[config.mk]
export PLATFORM = sky130hd
export DESIGN_NAME = dqs_rx_capture
export DESIGN_NICKNAME = d
export VERILOG_FILES = /design/src/rtl/rd_path_pkg.sv /design/src/rtl/dqs_rx_wordcnt.sv /design/src/rtl/dqs_rx_capture.sv
export SDC_FILE = /design/constraint.sdc
export NUM_CORES = 1
export LEC_CHECK = 0
export ABC_AREA = 0
export ABC_CLOCK_PERIOD_IN_PS = 2750
export CORE_MARGIN = 2
export CORE_UTILIZATION = 47
export CTS_CLUSTER_DIAMETER = 100
export DETAILED_ROUTE_END_ITERATION = 7
export PLACE_DENSITY = 0.85
export SYNTH_ARGS = -nofsm -noshare
export SYNTH_HDL_FRONTEND = slang
export SYNTH_SLANG_ARGS = --single-unit
[constraint.sdc]
create_clock -name dqs_clk -period 2.75 [get_ports dqs_clk]
set_clock_uncertainty 0.2 [all_clocks]
set_input_delay 0.4125 -clock dqs_clk [delete_from_list [all_inputs] [get_ports dqs_clk]]
set_output_delay 0.4125 -clock dqs_clk [all_outputs]
set_load 0.005 [all_outputs]
[src/rtl/rd_path_pkg.sv]
// Shared read-path types and constants: FSM encoding, skip counter width, DQ word width.
package rd_path_pkg;

  typedef enum logic [1:0] {
    IDLE = 2'd0,
    SKIP = 2'd1,
    DATA = 2'd2,
    DONE = 2'd3
  } rd_state_e;

  localparam int SKIP_CNT_W = 4;
  localparam int DQ_WORD_W  = 16;

endpackage

[src/rtl/dqs_rx_wordcnt.sv]
// Word counter with synchronous clear/enable and a terminal compare on the next increment.
// last_o is combinational: high when one more increment makes count equal limit_i.
module dqs_rx_wordcnt #(
  parameter int W = 11
) (
  input  logic         clk_i,
  input  logic         rst_i,
  input  logic         clr_i,
  input  logic         en_i,
  input  logic [W-1:0] limit_i,
  output logic [W-1:0] count_o,
  output logic         last_o
);

  logic [W-1:0] cnt_q;
  logic [W-1:0] cnt_d;

  always_comb begin
    cnt_d = cnt_q;
    if (clr_i) begin
      cnt_d = '0;
    end else if (en_i) begin
      cnt_d = cnt_q + W'(1);
    end
  end

  always_ff @(posedge clk_i or posedge rst_i) begin
    if (rst_i) begin
      cnt_q <= '0;
    end else begin
      cnt_q <= cnt_d;
    end
  end

  assign count_o = cnt_q;
  assign last_o  = ((cnt_q + W'(1)) == limit_i);

endmodule

[src/rtl/dqs_rx_capture.sv]
// DQS-domain read capture: drops SKIP_BEATS preamble edges, then writes data_len+1 words to the FIFO.
// Optional DQS_RX_CHECKSUM_EN adds rx_csum, a running XOR of all written words.
module dqs_rx_capture
  import rd_path_pkg::*;
#(
  parameter int MEM_LEN    = 9,
  parameter int SKIP_BEATS = 0
) (
  input  logic                 dqs_clk,
  input  logic                 rst_ce,
  input  logic                 read_state,
  input  logic [MEM_LEN:0]     data_len,
  input  logic [7:0]           dq_rise,
  input  logic [7:0]           dq_fall,
  output logic                 wr_en,
  output logic [DQ_WORD_W-1:0] wr_data,
  output logic [MEM_LEN+1:0]   word_count,
  output logic                 burst_done,
  output logic                 overrun
`ifdef DQS_RX_CHECKSUM_EN
  ,output logic [DQ_WORD_W-1:0] rx_csum
`endif
);

  localparam int CW = MEM_LEN + 2;
  localparam logic [SKIP_CNT_W-1:0] SKIP_LIM = SKIP_CNT_W'(SKIP_BEATS);

  rd_state_e             state_q, state_d;
  logic [SKIP_CNT_W-1:0] skip_q, skip_d;
  logic                  wr_en_q, wr_en_d;
  logic [DQ_WORD_W-1:0]  wr_data_q, wr_data_d;
  logic                  done_q, done_d;
  logic                  ovr_q, ovr_d;
  logic                  capture;
  logic                  cnt_clr;
  logic                  cnt_last;
  logic [CW-1:0]         cnt_limit;
  logic [CW-1:0]         cnt_val;

  // One extra bit so an all-ones data_len still yields a non-wrapping word total.
  assign cnt_limit = {1'b0, data_len} + CW'(1);

  dqs_rx_wordcnt #(
    .W (CW)
  ) u_wordcnt (
    .clk_i   (dqs_clk),
    .rst_i   (rst_ce),
    .clr_i   (cnt_clr),
    .en_i    (capture),
    .limit_i (cnt_limit),
    .count_o (cnt_val),
    .last_o  (cnt_last)
  );

  always_comb begin
    state_d   = state_q;
    skip_d    = skip_q;
    wr_en_d   = 1'b0;
    wr_data_d = wr_data_q;
    done_d    = done_q;
    ovr_d     = ovr_q;
    capture   = 1'b0;
    cnt_clr   = 1'b0;

    if (!read_state) begin
      state_d = IDLE;
      skip_d  = '0;
      done_d  = 1'b0;
      ovr_d   = 1'b0;
      cnt_clr = 1'b1;
    end else begin
      unique case (state_q)
        IDLE: begin
          if (SKIP_LIM != '0) begin
            // The edge leaving IDLE is itself the first discarded beat.
            skip_d  = SKIP_CNT_W'(1);
            state_d = (SKIP_LIM == SKIP_CNT_W'(1)) ? DATA : SKIP;
          end else begin
            capture = 1'b1;
          end
        end
        SKIP: begin
          skip_d = skip_q + SKIP_CNT_W'(1);
          if (skip_d == SKIP_LIM) begin
            state_d = DATA;
          end
        end
        DATA: capture = 1'b1;
        DONE: ovr_d = 1'b1;
        default: state_d = IDLE;
      endcase

      if (capture) begin
        wr_en_d   = 1'b1;
        wr_data_d = {dq_rise, dq_fall};
        state_d   = DATA;
        if (cnt_last) begin
          done_d  = 1'b1;
          state_d = DONE;
        end
      end
    end
  end

  always_ff @(posedge dqs_clk or posedge rst_ce) begin
    if (rst_ce) begin
      state_q   <= IDLE;
      skip_q    <= '0;
      wr_en_q   <= 1'b0;
      wr_data_q <= '0;
      done_q    <= 1'b0;
      ovr_q     <= 1'b0;
    end else begin
      state_q   <= state_d;
      skip_q    <= skip_d;
      wr_en_q   <= wr_en_d;
      wr_data_q <= wr_data_d;
      done_q    <= done_d;
      ovr_q     <= ovr_d;
    end
  end

  assign wr_en      = wr_en_q;
  assign wr_data    = wr_data_q;
  assign word_count = cnt_val;
  assign burst_done = done_q;
  assign overrun    = ovr_q;

`ifdef DQS_RX_CHECKSUM_EN
  logic [DQ_WORD_W-1:0] csum_q, csum_d;

  always_comb begin
    csum_d = csum_q;
    if (!read_state) begin
      csum_d = '0;
    end else if (capture) begin
      csum_d = csum_q ^ {dq_rise, dq_fall};
    end
  end

  always_ff @(posedge dqs_clk or posedge rst_ce) begin
    if (rst_ce) begin
      csum_q <= '0;
    end else begin
      csum_q <= csum_d;
    end
  end

  assign rx_csum = csum_q;
`endif

endmodule

==> impl_metrics.env <==
export IMPL_run_status="completed"
export IMPL_post_cts_resized=0
export IMPL_synthToLayoutAreaGrowth_pct=40.3
export IMPL_wire_length_of_the_first_global_routing_pass_um=7000
export IMPL_route_final_wire_length_um=4400
export IMPL_pin_count_of_the_biggest_net_entering_global_routing=37
export IMPL_vias=1570
export IMPL_core_area_mm2=0.00400
export IMPL_achievable_frequency_ghz=0.402
export IMPL_timing_hold_violations_final=0
export IMPL_rsz_0062_raised_after_global_routing="false"
export IMPL_floorplan_die_area_mm2=0.00470
export IMPL_worstPathCellList="ha_1 > nand3_2 > o31a_1 > or4b_4 > o211ai_2 > a2bb2oi_2 > o41ai_1"
export IMPL_mostFrequentLayoutCell="sky130_fd_sc_hd__clkdlybuf4s50_1"
export IMPL_finalWorstPathRequiredPeriod_ns=2.49
export IMPL_ys_types=37
export IMPL_drive_gt1_share_pct=15.5
export IMPL_tritoncts_clock_tree="done"
export IMPL_grt_total_usage_pct=20.3
export IMPL_placement_io_buffers=58
export IMPL_vdd_ir_drop_max_mv=0.413
export IMPL_final_cells=301
export IMPL_tns_ns=0
export IMPL_drtAntennaViolNets=0
export IMPL_drt_drc_violations_left=0
export IMPL_initial_core_util_pct=49.0
export IMPL_power_uw=1180
export IMPL_drtIter0Drc=116
export IMPL_utilization_pct=68.7
export IMPL_max_stage_delay_ns=0.54
export IMPL_dp_cells=293
export IMPL_postSynthRegisterBits=36
export IMPL_synth_net_count=213
export IMPL_final_max_slew_viol_count=0
export IMPL_ff_latch_area_um2=901
export IMPL_drt_pre_antenna_iters=4
export IMPL_clk_pin_slew_ns=0.07
export IMPL_synth_flop_cell="sky130_fd_sc_hd__dfrtp_1"
export IMPL_startpoint_type_of_the_worst_setup_path="flip-flop"
export IMPL_synth_edff_count=0
export IMPL_gr_overflow_total=0
export IMPL_post_cts_setup_buffers=0
export IMPL_wl_per_cell_um=14.6
export IMPL_cp_end_kind="flip-flop"
export IMPL_chip_height_um=68.5
export IMPL_synthCells=181
export IMPL_vias_per_cell=5.22
export IMPL_post_cts_hold_buffer_count=0
export IMPL_worst_setup_path_type="reg -> reg"
export IMPL_grt_pass1_vias=1559
export IMPL_cp_data_arrival_time_ns=2.47
export IMPL_tightest_slew_ns=0.441
export IMPL_share_of_synthesized_area_occupied_by_flip_flops_and_latches_pct=46.0
export IMPL_timing_critical_path_slowest_stage_cell="sky130_fd_sc_hd__or4b_4"
export IMPL_yosys_warnings=0
export IMPL_depth_of_the_cts_h_tree=2
export IMPL_tritoncts_num_buffers=5
export IMPL_hpwl_um=3260
export IMPL_number_of_antenna_violations_at_the_first_check_in_global_routing=0
export IMPL_critPathRequiredTime_ns=2.74
export IMPL_number_of_nets_in_the_finished_design=282
export IMPL_post_synth_instance_area_mm2=0.00196
export IMPL_layout_cells_most_common_list="58 x sky130_fd_sc_hd__clkdlybuf4s50_1, 36 x sky130_fd_sc_hd__dfrtp_1, 20 x sky130_fd_sc_hd__xnor2_1, 16 x sky130_fd_sc_hd__mux2_2, 12 x sky130_fd_sc_hd__nand2_1"
export IMPL_nFillCells=324
export IMPL_floorplan_rows=23
export IMPL_max_cap_viol_count=0
export IMPL_cp_max_fo=5
export IMPL_routability_congestion=0.808
export IMPL_synthesis_area_per_instance_um2=10.8
export IMPL_power_density_mw_per_mm2=429
export IMPL_standby_leakage_power_uw=0.00115
export IMPL_clock_insertion_delay_worst_skew_ns=0.29
export IMPL_multiInputGateArea_mm2=0.00103
export IMPL_min_delay_path_class="reg -> reg"
export IMPL_ctsRootBufferMaster="sky130_fd_sc_hd__clkbuf_8"
export IMPL_async_flop_share_pct=100
export IMPL_cts_buffer_depth=2
export IMPL_chipWidth_um=68.5
export IMPL_timing_final_crit_share_pct=90.5
export IMPL_io_pins=59
export IMPL_timing_max_slew_rel_slack_pct=70.6
export IMPL_antenna_cells=0
export IMPL_setup_viols_final=0
export IMPL_tritoncts_num_sinks=36
## cell usage after synthesis (2+ instances only)
master,instances,area [um^2]
sky130_fd_sc_hd__o41ai_1,2,17.5
sky130_fd_sc_hd__xnor2_1,20,175
sky130_fd_sc_hd__o21ai_0,5,25.0
sky130_fd_sc_hd__xor2_1,11,96.3
sky130_fd_sc_hd__and3_1,2,12.5
sky130_fd_sc_hd__or3_1,3,18.8
sky130_fd_sc_hd__clkbuf_1,5,18.8
sky130_fd_sc_hd__dfrtp_1,36,901
sky130_fd_sc_hd__a21boi_0,3,22.5
sky130_fd_sc_hd__nor2_1,7,26.3
sky130_fd_sc_hd__mux2i_1,3,30.0
sky130_fd_sc_hd__nand4_1,4,25.0
sky130_fd_sc_hd__nor3_1,3,15.0
sky130_fd_sc_hd__nand2_1,12,45.0
sky130_fd_sc_hd__o31a_1,2,17.5
sky130_fd_sc_hd__a21oi_1,2,10.0
sky130_fd_sc_hd__nand3_1,8,40.0
sky130_fd_sc_hd__mux2_2,16,180
sky130_fd_sc_hd__nor4_1,3,18.8
sky130_fd_sc_hd__and2_1,11,68.8
sky130_fd_sc_hd__nor2b_1,5,31.3
sky130_fd_sc_hd__ha_1,3,37.5
## registers in the layout, summed over array words and instances, names as in the netlist
signal,flops
burst_done,1
u_wordcnt.count_o,11
wr_en,1
state_q,2
wr_data,16
overrun,1
skip_q,4
## worst max-delay path, delay by kind of cell (launching register included)
family,cells,cell delay (ns)
AOI/OAI and AO/OA,4,0.89
DFF,1,0.42
adders and majority gates,1,0.21
and+or+nand+nor,2,0.67
## power breakdown
group          internal, uW  switching (uW)  leakage, uW
logic                   137            78.1     0.000639
registers               558            18.2     0.000459
clock network           200             188    0.0000510
## area by class of cell
type | count | share of cell area (%)
Multi-Input combinational cell | 138 | 37.5
Sequential cell | 36 | 32.8
Timing Repair Buffer | 68 | 23.9
Clock buffer | 6 | 3.01
Tap cell | 50 | 2.28
Clock inverter | 2 | 0.364
Inverter | 1 | 0.137
## final timing paths
check | cells past startpoint | slack [ns] | endpoint | startpoint
max | 7 | 0.26 | state_q[0] | u_wordcnt.count_o[1]
min | 2 | 0.30 | burst_done | burst_done
max reg2reg | 7 | 0.26 | state_q[0] | u_wordcnt.count_o[1]
min reg2reg | 2 | 0.30 | burst_done | burst_done
max in group asynchronous | 3 | 1.71 | wr_data[0] | rst_ce
min in group asynchronous | 3 | 0.32 | state_q[1] | rst_ce
## metal layers
layer	vias to the layer above	global-route usage, %	share of wire [%]
met5	-	0	0
met4	0	6.75	1.2
met3	7	6.49	6.4
met2	46	33.1	47
met1	749	25.6	46
li1	768	-	-
## kinds of logic (layout without fill, tap and decap cells)
| family | Yosys count | in the layout | synth area share [%] |
|---|---|---|---|
| AOI/OAI and AO/OA | 20 | 20 | 7.73 |
| xor gates and xnor gates | 31 | 31 | 13.9 |
| adders and majority gates | 3 | 3 | 1.92 |
| buffers and inverters | 7 | 77 | 1.34 |
| DFF | 36 | 36 | 46.0 |
| muxes | 19 | 19 | 10.7 |
| and+or+nand+nor | 65 | 65 | 18.4 |
## stage by stage
step	setup WS, ns	instance area [um^2]	hold WS [ns]
floorplan	0.282	1960	0.270
global placement	0.136	2650	0.277
detailed placement	0.0971	2650	0.282
CTS	0.250	2750	0.300
global route	0.0708	2750	0.331
finish	0.262	2750	0.298
Power figures use the tool's default switching activity.
